**config.mk**
```make
export PLATFORM = sky130hd
export DESIGN_NAME = dmem_arbiter_flat
export DESIGN_NICKNAME = d
export VERILOG_FILES = /design/src/rtl/dmem_arbiter_if.sv /design/src/rtl/dmem_arbiter.sv /design/src/flat_wrapper.sv
export SDC_FILE = /design/constraint.sdc
export NUM_CORES = 1
export LEC_CHECK = 0
export ABC_AREA = 1
export BUFFER_PORTS_ARGS = -buffer_cell sky130_fd_sc_hd__buf_2
export CORE_AREA = 8 8 128 130
export DETAILED_ROUTE_END_ITERATION = 12
export DIE_AREA = 0 0 136 138
export PLACE_DENSITY = 0.68
export SLEW_MARGIN = 20
export SYNTH_ARGS = -nofsm -noshare
export SYNTH_HDL_FRONTEND = slang
export SYNTH_SLANG_ARGS = --single-unit
```
**constraint.sdc**
```tcl
create_clock -name clk -period 4.3 [get_ports clk]
set_input_delay 0.645 -clock clk [delete_from_list [all_inputs] [get_ports clk]]
set_output_delay 0.645 -clock clk [all_outputs]
set_load 0.01 [all_outputs]
```
**src/rtl/dmem_arbiter_if.sv**
```systemverilog
// Two-master word port plus byte-wide shared memory port for dmem_arbiter.
// slave = arbiter side, master = requesters/memory side.
interface dmem_arbiter_if #(
    parameter int unsigned ADDR_W = 8
);
    logic              m0_req;
    logic              m0_we;
    logic [31:0]       m0_addr;
    logic [31:0]       m0_wdata;
    logic [31:0]       m0_rdata;
    logic              m0_ack;

    logic              m1_req;
    logic              m1_we;
    logic [31:0]       m1_addr;
    logic [31:0]       m1_wdata;
    logic [31:0]       m1_rdata;
    logic              m1_ack;

    logic [ADDR_W-1:0] mem_addr;
    logic              mem_we;
    logic [7:0]        mem_wdata;
    logic [7:0]        mem_rdata;

    modport slave (
        input  m0_req, m0_we, m0_addr, m0_wdata,
        input  m1_req, m1_we, m1_addr, m1_wdata,
        input  mem_rdata,
        output m0_rdata, m0_ack, m1_rdata, m1_ack,
        output mem_addr, mem_we, mem_wdata
    );

    modport master (
        output m0_req, m0_we, m0_addr, m0_wdata,
        output m1_req, m1_we, m1_addr, m1_wdata,
        output mem_rdata,
        input  m0_rdata, m0_ack, m1_rdata, m1_ack,
        input  mem_addr, mem_we, mem_wdata
    );
endinterface

```
**src/rtl/dmem_arbiter.sv**
```systemverilog
// Two-master arbiter serialising 32-bit word accesses into four big-endian byte beats.
// Define DMEM_ARB_RR_EN for round-robin on contested grants; default is fixed m0 priority.
module dmem_arbiter #(
    parameter int unsigned ADDR_W = 8
) (
    input logic           clk,
    input logic           rst_n,
    dmem_arbiter_if.slave bus
);
    typedef enum logic [1:0] {IDLE, BUSY, ACK} state_t;

    state_t            state, state_nx;
    logic [1:0]        beat;
    logic [1:0]        lane;
    logic              gnt, gnt_nx;
    logic              we_r;
    logic [ADDR_W-3:0] base;
    logic [31:0]       wdata_r;
    logic [31:0]       rdata0, rdata1;
    logic [ADDR_W-1:0] addr_hold;
    logic [ADDR_W-1:0] cur_addr;
    logic [7:0]        wbyte;
    logic              any_req;
    logic              unused_addr_bits;
`ifdef DMEM_ARB_RR_EN
    logic              prio;
`endif

    assign unused_addr_bits = ^{bus.m0_addr, bus.m1_addr};
    assign any_req  = bus.m0_req | bus.m1_req;
    assign lane     = 2'd3 - beat;
    assign cur_addr = {base, beat};
    assign wbyte    = wdata_r[{lane, 3'b000} +: 8];

    always_comb begin
        gnt_nx = !bus.m0_req;
`ifdef DMEM_ARB_RR_EN
        // Pointer only matters when both ask; a lone requester always wins.
        if (bus.m0_req && bus.m1_req) gnt_nx = prio;
`endif
    end

    always_comb begin
        state_nx = state;
        unique case (state)
            IDLE:    if (any_req) state_nx = BUSY;
            BUSY:    if (beat == 2'd3) state_nx = ACK;
            ACK:     state_nx = IDLE;
            default: state_nx = IDLE;
        endcase
    end

    always_comb begin
        bus.mem_addr  = addr_hold;
        bus.mem_we    = 1'b0;
        bus.mem_wdata = '0;
        bus.m0_ack    = 1'b0;
        bus.m1_ack    = 1'b0;
        if (state == BUSY) begin
            bus.mem_addr  = cur_addr;
            bus.mem_we    = we_r;
            bus.mem_wdata = we_r ? wbyte : 8'h00;
        end
        if (state == ACK) begin
            bus.m0_ack = !gnt;
            bus.m1_ack = gnt;
        end
    end

    assign bus.m0_rdata = rdata0;
    assign bus.m1_rdata = rdata1;

    always_ff @(posedge clk or negedge rst_n) begin
        if (!rst_n) begin
            state     <= IDLE;
            beat      <= '0;
            gnt       <= 1'b0;
            we_r      <= 1'b0;
            base      <= '0;
            wdata_r   <= '0;
            addr_hold <= '0;
            rdata0    <= '0;
            rdata1    <= '0;
`ifdef DMEM_ARB_RR_EN
            prio      <= 1'b0;
`endif
        end else begin
            state <= state_nx;
            case (state)
                IDLE: begin
                    if (any_req) begin
                        gnt     <= gnt_nx;
                        beat    <= '0;
                        we_r    <= gnt_nx ? bus.m1_we : bus.m0_we;
                        base    <= gnt_nx ? bus.m1_addr[ADDR_W-1:2] : bus.m0_addr[ADDR_W-1:2];
                        wdata_r <= gnt_nx ? bus.m1_wdata : bus.m0_wdata;
`ifdef DMEM_ARB_RR_EN
                        if (bus.m0_req && bus.m1_req) prio <= !gnt_nx;
`endif
                    end
                end
                BUSY: begin
                    beat      <= beat + 2'd1;
                    addr_hold <= cur_addr;
                    if (!we_r) begin
                        if (gnt) rdata1[{lane, 3'b000} +: 8] <= bus.mem_rdata;
                        else     rdata0[{lane, 3'b000} +: 8] <= bus.mem_rdata;
                    end
                end
                default: ;
            endcase
        end
    end
endmodule
```
**src/flat_wrapper.sv**
```systemverilog
// flat-port wrapper written by rule: the top's interface ports become plain ports
module dmem_arbiter_flat 
#(
    parameter int unsigned ADDR_W = 8
)
  (clk, rst_n, bus_m0_req, bus_m0_we, bus_m0_addr, bus_m0_wdata, bus_m1_req, bus_m1_we, bus_m1_addr, bus_m1_wdata, bus_mem_rdata, bus_m0_rdata, bus_m0_ack, bus_m1_rdata, bus_m1_ack, bus_mem_addr, bus_mem_we, bus_mem_wdata);
  dmem_arbiter_if #(.ADDR_W(ADDR_W)) bus_i ();
  input logic clk;
  input logic rst_n;
  input wire logic [$bits(bus_i.m0_req)-1:0] bus_m0_req;
  input wire logic [$bits(bus_i.m0_we)-1:0] bus_m0_we;
  input wire logic [$bits(bus_i.m0_addr)-1:0] bus_m0_addr;
  input wire logic [$bits(bus_i.m0_wdata)-1:0] bus_m0_wdata;
  input wire logic [$bits(bus_i.m1_req)-1:0] bus_m1_req;
  input wire logic [$bits(bus_i.m1_we)-1:0] bus_m1_we;
  input wire logic [$bits(bus_i.m1_addr)-1:0] bus_m1_addr;
  input wire logic [$bits(bus_i.m1_wdata)-1:0] bus_m1_wdata;
  input wire logic [$bits(bus_i.mem_rdata)-1:0] bus_mem_rdata;
  output wire logic [$bits(bus_i.m0_rdata)-1:0] bus_m0_rdata;
  output wire logic [$bits(bus_i.m0_ack)-1:0] bus_m0_ack;
  output wire logic [$bits(bus_i.m1_rdata)-1:0] bus_m1_rdata;
  output wire logic [$bits(bus_i.m1_ack)-1:0] bus_m1_ack;
  output wire logic [$bits(bus_i.mem_addr)-1:0] bus_mem_addr;
  output wire logic [$bits(bus_i.mem_we)-1:0] bus_mem_we;
  output wire logic [$bits(bus_i.mem_wdata)-1:0] bus_mem_wdata;
  assign bus_i.m0_req = bus_m0_req;
  assign bus_i.m0_we = bus_m0_we;
  assign bus_i.m0_addr = bus_m0_addr;
  assign bus_i.m0_wdata = bus_m0_wdata;
  assign bus_i.m1_req = bus_m1_req;
  assign bus_i.m1_we = bus_m1_we;
  assign bus_i.m1_addr = bus_m1_addr;
  assign bus_i.m1_wdata = bus_m1_wdata;
  assign bus_i.mem_rdata = bus_mem_rdata;
  assign bus_m0_rdata = bus_i.m0_rdata;
  assign bus_m0_ack = bus_i.m0_ack;
  assign bus_m1_rdata = bus_i.m1_rdata;
  assign bus_m1_ack = bus_i.m1_ack;
  assign bus_mem_addr = bus_i.mem_addr;
  assign bus_mem_we = bus_i.mem_we;
  assign bus_mem_wdata = bus_i.mem_wdata;
  dmem_arbiter #(.ADDR_W(ADDR_W)) u_core (.clk(clk), .rst_n(rst_n), .bus(bus_i));
endmodule
```
==> results of run 1 <==
## sequential cells by signal (all words and copies together) (netlist names)
name,cells
u_core.wdata_r,32
u_core.bus.m0_rdata,32
u_core.bus.m1_rdata,32
u_core.base,6
u_core.beat,2
u_core.we_r,1
u_core.addr_hold,8
u_core.state,2
u_core.gnt,1
## metal layers
layer	wire [um]	vias to the layer above	share of wire
met2	7648	183	0.48
met4	168	0	0.011
met1	6903	2371	0.43
met3	1241	14	0.078
met5	0	-	0
li1	-	2675	-
## worst register-to-register path: cells and delay by family, from the launching register on
family | cells | cell delay (ns)
adders and majority gates | 1 | 0.56
buffers and inverters | 2 | 0.72
DFF | 1 | 0.78
and+or+nand+nor | 4 | 0.63
## cells by family (layout without fill, tap and decap cells)
logic type,Yosys count,count (layout)
fa+ha+maj,5,5
buf+inv,97,270
flops,116,116
simple gates,482,482
compound gates,59,59
## synthesized netlist by cell type (all sizes together), types with 2 or more instances
library cell	instances
nor3	2
nand4	4
nand2	329
clkinv	3
clkbuf	6
nor2	77
dfrtp	116
inv	57
nand3	70
o21ai	10
a21oi	47
buf	31
ha	5
## power groups by stage
stage                     registers [mW]  logic (mW)  clock network [mW]
final                               1.91        2.31                1.37
after CTS                           1.91        2.36                1.40
after global placement              1.91        2.30                   0
after detailed placement            1.92        2.34                   0
after floorplan                     1.96        1.47                   0
after global routing                1.97        2.60                1.45
## cell type report
class,instances,share of cell area
multi-input cells,546,0.3298
inverters,60,0.03341
well taps,184,0.03169
flip-flops and latches,116,0.3996
repair buffers,179,0.1261
clock inverters,10,0.01464
clock buffers,21,0.06476
## final timing paths
path	to	slack [ns]	depth (start not counted)
worst max-delay path	bus_mem_wdata[7]	1.22	5
worst min register to register	u_core.bus.m0_rdata[16]	0.47	2
min in group clk	u_core.bus.m0_rdata[16]	0.47	2
worst max register to register	u_core.bus.m1_rdata[2]	1.55	7
max in group asynchronous	u_core.addr_hold[7]	3.15	2
worst min-delay path	u_core.bus.m1_rdata[14]	0.24	1
## stage by stage
step	hold slack, ns	power [mW]	setup slack, ns
floorplan	0.3494	3.434	2.403
detailed placement	0.4597	4.266	1.338
CTS	0.2586	5.667	1.161
global placement	0.4584	4.212	1.388
global route	0.2845	6.021	1.027
finish	0.2421	5.592	1.219
==> flow_summary.ini, run 1 <==
[power]
pwr-share-seq = 0.342
switching_share = 0.4121
power.internal_mw = 3.288
clockPowerShare = 0.245
leakage_nw = 4.111
combPwrFrac = 0.414
ir_drop_v = 0.0003404
p_switching_mw = 2.305
power_density_nw_per_um2 = 769.8

[global_route]
met2_usage = 0.2818
grt_pass1_wl_um = 26190
grt_pass1_vias = 5268
gr-usage-met1 = 0.2116
grt.total_usage = 0.1738
grt_antenna_before_repair = 0
grt_max_degree = 49
grt_overflow = 0
grt.busiest_layer = met2
gr-usage-met3 = 0.05942

[place]
dp_cells = 1085
placed_area_um2 = 6688
gp_congestion = 0.8177
port_buffers = 172
dp_hpwl_um = 11810

[logic_synthesis]
ys_ff_latch = 116
synth_top_area_share = 0.5048
async_reset_ff_frac = 1.000
synth_nets = 906
synth_area_leaders = dfrtp_1 (50%), nand2_1 (21%), nand3_1 (5.7%)
ys_dominant_reg_cell = dfrtp_1
synthAdderAreaFrac = 0.01088
netlist_instances = 759
syn_avg_cell_area_um2 = 7.576
synth_top_family_by_area = simple AND/OR/NAND/NOR gates
yosysWarningCount = 0
ys_types = 26
synthMuxAreaShare = 0
yosysSeqAreaShare = 0.5048
yosys.area_share.simple = 0.3538
netlist_area_um2 = 5751
synth-edff-count = 0
yosys.area.top_type = dfrtp_1
synth_compound_area_frac = 0.05200
synth-xor-area-share = 0

[critical_path]
slowest_delay_ns = 0.78
critical_path_arrival_ns = 2.44
cp_slowest_cell = dfrtp_1
critPathLaunch = u_core.beat[0]
critical_path.top_delay_family = flip-flops
cp_num_buf_inv = 2
cp-end-kind = output pin
worstPathCellList = inv_1 -> nand2_1 -> nand3_1 -> a21oi_1 -> buf_2
startpoint_type = flop
cp_max_fo = 23
worstPathRequired_ns = 3.65
crit_type = reg2out
reg2reg_from = u_core.beat[0]

[layout]
area_growth_pct = 26.33
final_area_um2 = 7264
n_antenna_cell = 0
multi_input_area_um2 = 2396
fillerInstances = 1454
final_util = 0.5075
final_layout_size_suffix_gt1_frac = 0.2468
final_cell_mix = nand2_1 (327), buf_2 (171), dfrtp_1 (116), nor2_1 (74), nand3_1 (66)
finish.net_count = 1067
seq_area_um2 = 2903
layout_commonest_cell = nand2_1
fin_cells = 1116

[clocking]
postCtsHoldBufs = 0
clock_path_buffers = 2
post-cts-setup-buffers = 0
htreeDepth = 4
cts.reportedPaths.clkPinSlew_ns = 0.05
cts.root.buffer_cell = clkbuf_16
clk_latency_ns = 0.41
cts_sinks = 116
tritoncts = yes
ctsResizeCount = 0
cts_made_buffers = 17

[outcome]
status = finished clean

[timing]
fin_crit_sh = 0.7165
setup_violations = 0
rsz0062_at_grt = no
min_period_ns = 3.081
timing.fmax_mhz = 324.6
hold_viol_final = 0
tightest_slew_ns = 0.8336
slew_headroom = 0.4443
finalSetupTns_ns = 0
maxSlewViolCount = 0
skew_ns = 0.004593

[drt]
ant_nets = 0
detail_route.wl_per_cell_um = 14.30
drt_first_pass_iters = 5
drt_wl_total_um = 15960
vias = 5243
drc = 0
vias_per_cell = 4.698
drtIter0Drc = 328

[run]
cap_viol_max_count = 0

[floorplanning]
die_width_um = 136
die_area_um2 = 18770
fp.coreArea_um2 = 14310
die_y_um = 138
io_pins = 225
rows = 44
start_util = 0.4017

[hold_path]
min_path_type = in2async
Power figures use the tool's default switching activity.
==> run 2, diff against run 1 <==
Settings changed: ABC_AREA 1 to 0.
Clock period 4.3 ns to 3.15 ns, I/O delays scaled along.
==> flow_summary.ini, run 2 <==
[logic_synthesis]
yosysWarningCount = 0
synth-xor-area-share = 0
synth_top_area_share = 0.5037
synth-edff-count = 0
netlist_instances = 381
ys_ff_latch = 116
ys_dominant_reg_cell = dfrtp_1
synth_top_family_by_area = multiplexers
synth_nets = 528
synth_compound_area_frac = 0.004342
ys_top_cells_by_count = dfrtp_1 (116), mux2_2 (94), mux2_4 (56)
netlist_area_um2 = 5763
yosys.area_share.simple = 0.07968
async_reset_ff_frac = 1.000
synthMuxAreaShare = 0.3652
yosysSeqAreaShare = 0.5037
synthAdderAreaFrac = 0.01086
synth_area_leaders = dfrtp_1 (50%), mux2_2 (18%), mux2_4 (15%)
ys_types = 34
yosysMostFrequentCell = dfrtp_1
yosys.area.top_type = dfrtp_1
syn_avg_cell_area_um2 = 15.13

[drt]
drc = 0
vias_per_cell = 4.901
vias = 3681
drt_wl_total_um = 13780
detail_route.wl_per_cell_um = 18.34
drtIter0Drc = 97
ant_nets = 0
drt_first_pass_iters = 4

[power]
combPwrFrac = 0.371
p_switching_mw = 2.257
power_density_nw_per_um2 = 986.3
power.internal_mw = 5.010
switching_share = 0.3105
ir_drop_v = 0.0003826
clockPowerShare = 0.286
pwr-share-seq = 0.344
leakage_nw = 3.733

[clocking]
clk_latency_ns = 0.41
postCtsHoldBufs = 0
cts_sinks = 116
htreeDepth = 4
cts.reportedPaths.clkPinSlew_ns = 0.05
clock_path_buffers = 2
cts_made_buffers = 17
tritoncts = yes
cts.root.buffer_cell = clkbuf_16
post-cts-setup-buffers = 0
ctsResizeCount = 0

[timing]
setup_violations = 0
rsz0062_at_grt = no
tightest_slew_ns = 0.6620
hold_viol_final = 0
timing.fmax_mhz = 375.4
fin_crit_sh = 0.8458
hold_ws_ns = 0.09045
finalSetupTns_ns = 0
slew_headroom = 0.5577
skew_ns = 0.006558
min_period_ns = 2.664
maxSlewViolCount = 0

[floorplanning]
die_width_um = 136
die_area_um2 = 18770
rows = 44
io_pins = 225
fp.coreArea_um2 = 14310
start_util = 0.4026
die_y_um = 138

[critical_path]
regToRegEndpoint = u_core.bus.m1_rdata[1]
reg2reg_from = u_core.beat[1]
ff2ff_path_depth = 3
crit_type = reg2out
critical_path_arrival_ns = 2.19
cp-end-kind = output pin
startpoint_type = flop
worstPathRequired_ns = 2.68
regToRegSetupSlack_ns = 0.89
cp_max_fo = 13

[global_route]
grt_pass1_vias = 4182
grt_antenna_before_repair = 1
grt_max_degree = 51
grt_pass1_wl_um = 22340
grt_overflow = 0
grt.total_usage = 0.1504

[layout]
finish.net_count = 701
final_layout_size_suffix_gt1_frac = 0.6667
n_antenna_cell = 0
final_cell_mix = buf_2 (171), dfrtp_1 (116), mux2_2 (94), mux2_4 (56), and2_1 (27)
layout_commonest_cell = buf_2
area_growth_pct = 27.86

[hold_path]
min_path_type = in2async

[outcome]
status = finished clean

[place]
gp_congestion = 0.8026
dp_hpwl_um = 10340
port_buffers = 172

[run]
cap_viol_max_count = 0
run 2: changes by cell type after synthesis, sizes merged, moves of 27 or more:
cell and delta:
nand2 -328, mux2 +150, nand3 -69, nor2 -68
inv -52, a21oi -47, and2 +27
run 2: through the flow:
stage               instances  setup WS (ns)    util  area [um^2]  total power [mW]
global route              751         0.3474  0.5148         7368             7.708
detailed placement        719         0.8613  0.4703         6731             5.265
floorplan                 381          1.216       -         5763             4.399
CTS                       751         0.4463  0.5148         7368             7.381
global placement          719         0.8729  0.4703         6731             5.171
finish                    751         0.4858  0.5148         7368             7.267
run 2: area by class of cell:
| cell class | count | area [um^2] |
|---|---|---|
| clock buffers | 18 | 429.2 |
| inverters | 5 | 18.77 |
| fillers | 1241 | 6945 |
| repair buffers | 178 | 920.9 |
| flip-flops and latches | 116 | 2903 |
| well taps | 184 | 230.2 |
| multi-input cells | 236 | 2659 |
| clock inverters | 14 | 207.7 |
run 2: power by group through the flow:
stage                     sequential, mW  clock, mW  combinational [mW]
after detailed placement            2.52          0                2.74
after global routing                2.58       2.19                2.93
after floorplan                     2.48          0                1.92
after global placement              2.48          0                2.69
final                               2.50       2.08                2.69
after CTS                           2.50       2.12                2.76
run 2: cells by family after synthesis:
| group | after synthesis |
|---|---|
| DFF | 116 |
| muxes | 159 |
| AOI/OAI and AO/OA | 4 |
| adders and majority gates | 5 |
| and+or+nand+nor | 68 |
| buffers and inverters | 29 |
run 2: how the worst max path moves through the flow:
stage,slack [ns],to,startpoint,cells past startpoint
after floorplan,1.22,u_core.bus.m0_rdata[0],u_core.beat[1],6
after global placement,0.87,u_core.bus.m1_rdata[5],u_core.beat[1],3
after detailed placement,0.86,u_core.bus.m1_rdata[4],u_core.beat[1],3
after CTS,0.45,bus_mem_wdata[0],u_core.beat[0],4
after global routing,0.35,bus_mem_wdata[2],u_core.beat[0],4
final,0.49,bus_mem_wdata[0],u_core.beat[0],4
run 2: critical path, cell delays in order (launching register included):
cell and delay [ns]:
dfrtp_1 0.61, buf_4 0.28, mux4_1 0.55, and3_1 0.20, buf_2 0.14
run 2: routing by layer:
layer / share of wire / track usage / up-vias / wire length (um)
li1: - / - / 1704 / -
met1: 0.44 / 0.1910 / 1823 / 6079
met2: 0.47 / 0.2340 / 137 / 6455
met3: 0.080 / 0.05870 / 15 / 1106
met4: 0.0089 / 0.03817 / 2 / 123
met5: 0.00087 / 0 / - / 12
==> run 3, diff against run 2 <==
Clock period 3.15 ns to 2.5 ns, I/O delays scaled along.
==> flow_summary.ini, run 3 (same netlist as run 2, synthesis figures left out) <==
[layout]
seq_area_um2 = 2904
layout_commonest_cell = buf_2
final_layout_size_suffix_gt1_frac = 0.6719
final_cell_mix = buf_2 (171), dfrtp_1 (115), mux2_2 (94), mux2_4 (56), and2_1 (27)
fillerInstances = 1265
area_growth_pct = 27.75
final_util = 0.5143
n_antenna_cell = 0
finish.net_count = 707
multi_input_area_um2 = 2659
fin_cells = 757

[floorplanning]
die_y_um = 138
io_pins = 225
die_width_um = 136
fp.coreArea_um2 = 14310
die_area_um2 = 18770
start_util = 0.4026
rows = 44

[timing]
maxSlewViolCount = 0
min_period_ns = 2.358
rsz0062_at_grt = no
skew_ns = 0.009147
fin_crit_sh = 0.9432
finalSetupTns_ns = 0
tightest_slew_ns = 0.6904
hold_viol_final = 0
timing.fmax_mhz = 424.1
setup_violations = 0
slew_headroom = 0.5398

[drt]
drt_first_pass_iters = 4
route.met2.wl_um = 6677
vias = 3746
wl_met1_um = 6254
ant_nets = 0
met3_length_um = 1074
dr.max_layer_used = met5
vias_per_cell = 4.948
detail_route.wl_per_cell_um = 18.74
drtIter0Drc = 174
drc = 0
drt_wl_total_um = 14190

[clocking]
cts_made_buffers = 17
cts.root.buffer_cell = clkbuf_16
cts.reportedPaths.clkPinSlew_ns = 0.05
clk_latency_ns = 0.41
clock_path_buffers = 2
cts_sinks = 116
htreeDepth = 4
post-cts-setup-buffers = 0
tritoncts = yes

[power]
ir_drop_v = 0.0005382
power.internal_mw = 6.000
power_mw = 8.947
switching_share = 0.3294
combPwrFrac = 0.394
power_density_nw_per_um2 = 1215
leakage_nw = 3.719
clockPowerShare = 0.258
p_switching_mw = 2.947
pwr-share-seq = 0.348

[global_route]
grt_max_degree = 48
grt_pass1_vias = 4348
grt_pass1_wl_um = 22930
grt_antenna_before_repair = 1
grt_overflow = 0
grt.total_usage = 0.1551

[critical_path]
cp_max_fo = 10
worstPathCellList = buf_12 -> mux4_1 -> and3_1 -> buf_2
cp-end-kind = output pin
critPathLaunch = u_core.beat[0]
critical_path_arrival_ns = 1.98
crit_path_end = bus_mem_wdata[7]
regToRegSetupSlack_ns = 0.52
reg2reg_from = u_core.beat[0]
startpoint_type = flop
crit_type = reg2out
slowest_delay_ns = 0.56
worstPathRequired_ns = 2.12
cp_slowest_cell = mux4_1
ff2ff_path_depth = 5
regToRegEndpoint = u_core.bus.m0_rdata[8]

[place]
gp_congestion = 0.7829
port_buffers = 172
dp_hpwl_um = 10660
dp_cells = 724

[run]
cap_viol_max_count = 0

[outcome]
status = finished clean

[hold_path]
min_path_cells = 3
min_path_type = in2reg
-- run 3: cell types whose count changed in the layout (fill, tap and decap cells not counted), moves of 3 or more --
cell and delta:
clkinv_2 -3, clkinvlp_4 +3, buf_4 +4, bufinv_16 -4, clkinv_4 +3
-- run 3: power groups by stage --
stage                     sequential, mW  combinational, mW  clock, mW
after floorplan                     3.13               2.41          0
after global placement              3.09               3.49          0
after detailed placement            3.15               3.56          0
after CTS                           3.12               3.59       2.36
after global routing                3.22               3.82       2.44
final                               3.12               3.52       2.31
-- run 3: timing repair --
action | CTS | global route
gates resized for setup | 0 | 1
setup endpoints to repair | 0 | 3
hold buffers | 1 | 0
endpoints found under the hold margin | 7 | 0
-- run 3: area by class of cell --
type / count / share of cell area
Multi-Input combinational cell: 236 / 0.3611
Clock inverter: 14 / 0.01768
Clock buffer: 18 / 0.05965
Inverter: 5 / 0.002549
Tap cell: 184 / 0.03127
Timing Repair Buffer: 184 / 0.1332
Sequential cell: 116 / 0.3945
-- run 3: routing by layer --
| layer | track usage | up-vias |
|---|---|---|
| met4 | 0.05147 | 2 |
| met1 | 0.1952 | 1865 |
| met3 | 0.05326 | 15 |
| met5 | 0 | - |
| met2 | 0.2431 | 139 |
| li1 | - | 1725 |
-- run 3: how the worst min path moves through the flow --
stage                     from                      to  slack [ns]
3_5_place_dp             rst_n  u_core.bus.m1_rdata[3]        0.44
4_1_cts         bus_m0_addr[7]          u_core.base[5]        0.30
6_report       bus_m0_wdata[5]       u_core.wdata_r[5]        0.32
2_1_floorplan            rst_n     u_core.addr_hold[0]        0.08
3_3_place_gp             rst_n  u_core.bus.m1_rdata[4]        0.41
5_1_grt         bus_m1_addr[2]          u_core.base[0]        0.31
-- run 3: critical path, delay by kind of cell, from the launching register on --
family | cells | cell delay [ns]
and+or+nand+nor | 1 | 0.21
buffers and inverters | 2 | 0.32
DFF | 1 | 0.48
muxes | 1 | 0.56
-- run 3: stage by stage --
step	instance area [um^2]	hold slack, ns	setup WS (ns)
3_3_place_gp	6782	0.4145	0.4681
5_1_grt	7362	0.3067	0.05330
2_1_floorplan	5763	0.07941	0.5656
3_5_place_dp	6782	0.4358	0.4469
6_report	7362	0.3166	0.1421
4_1_cts	7361	0.3030	0.01638
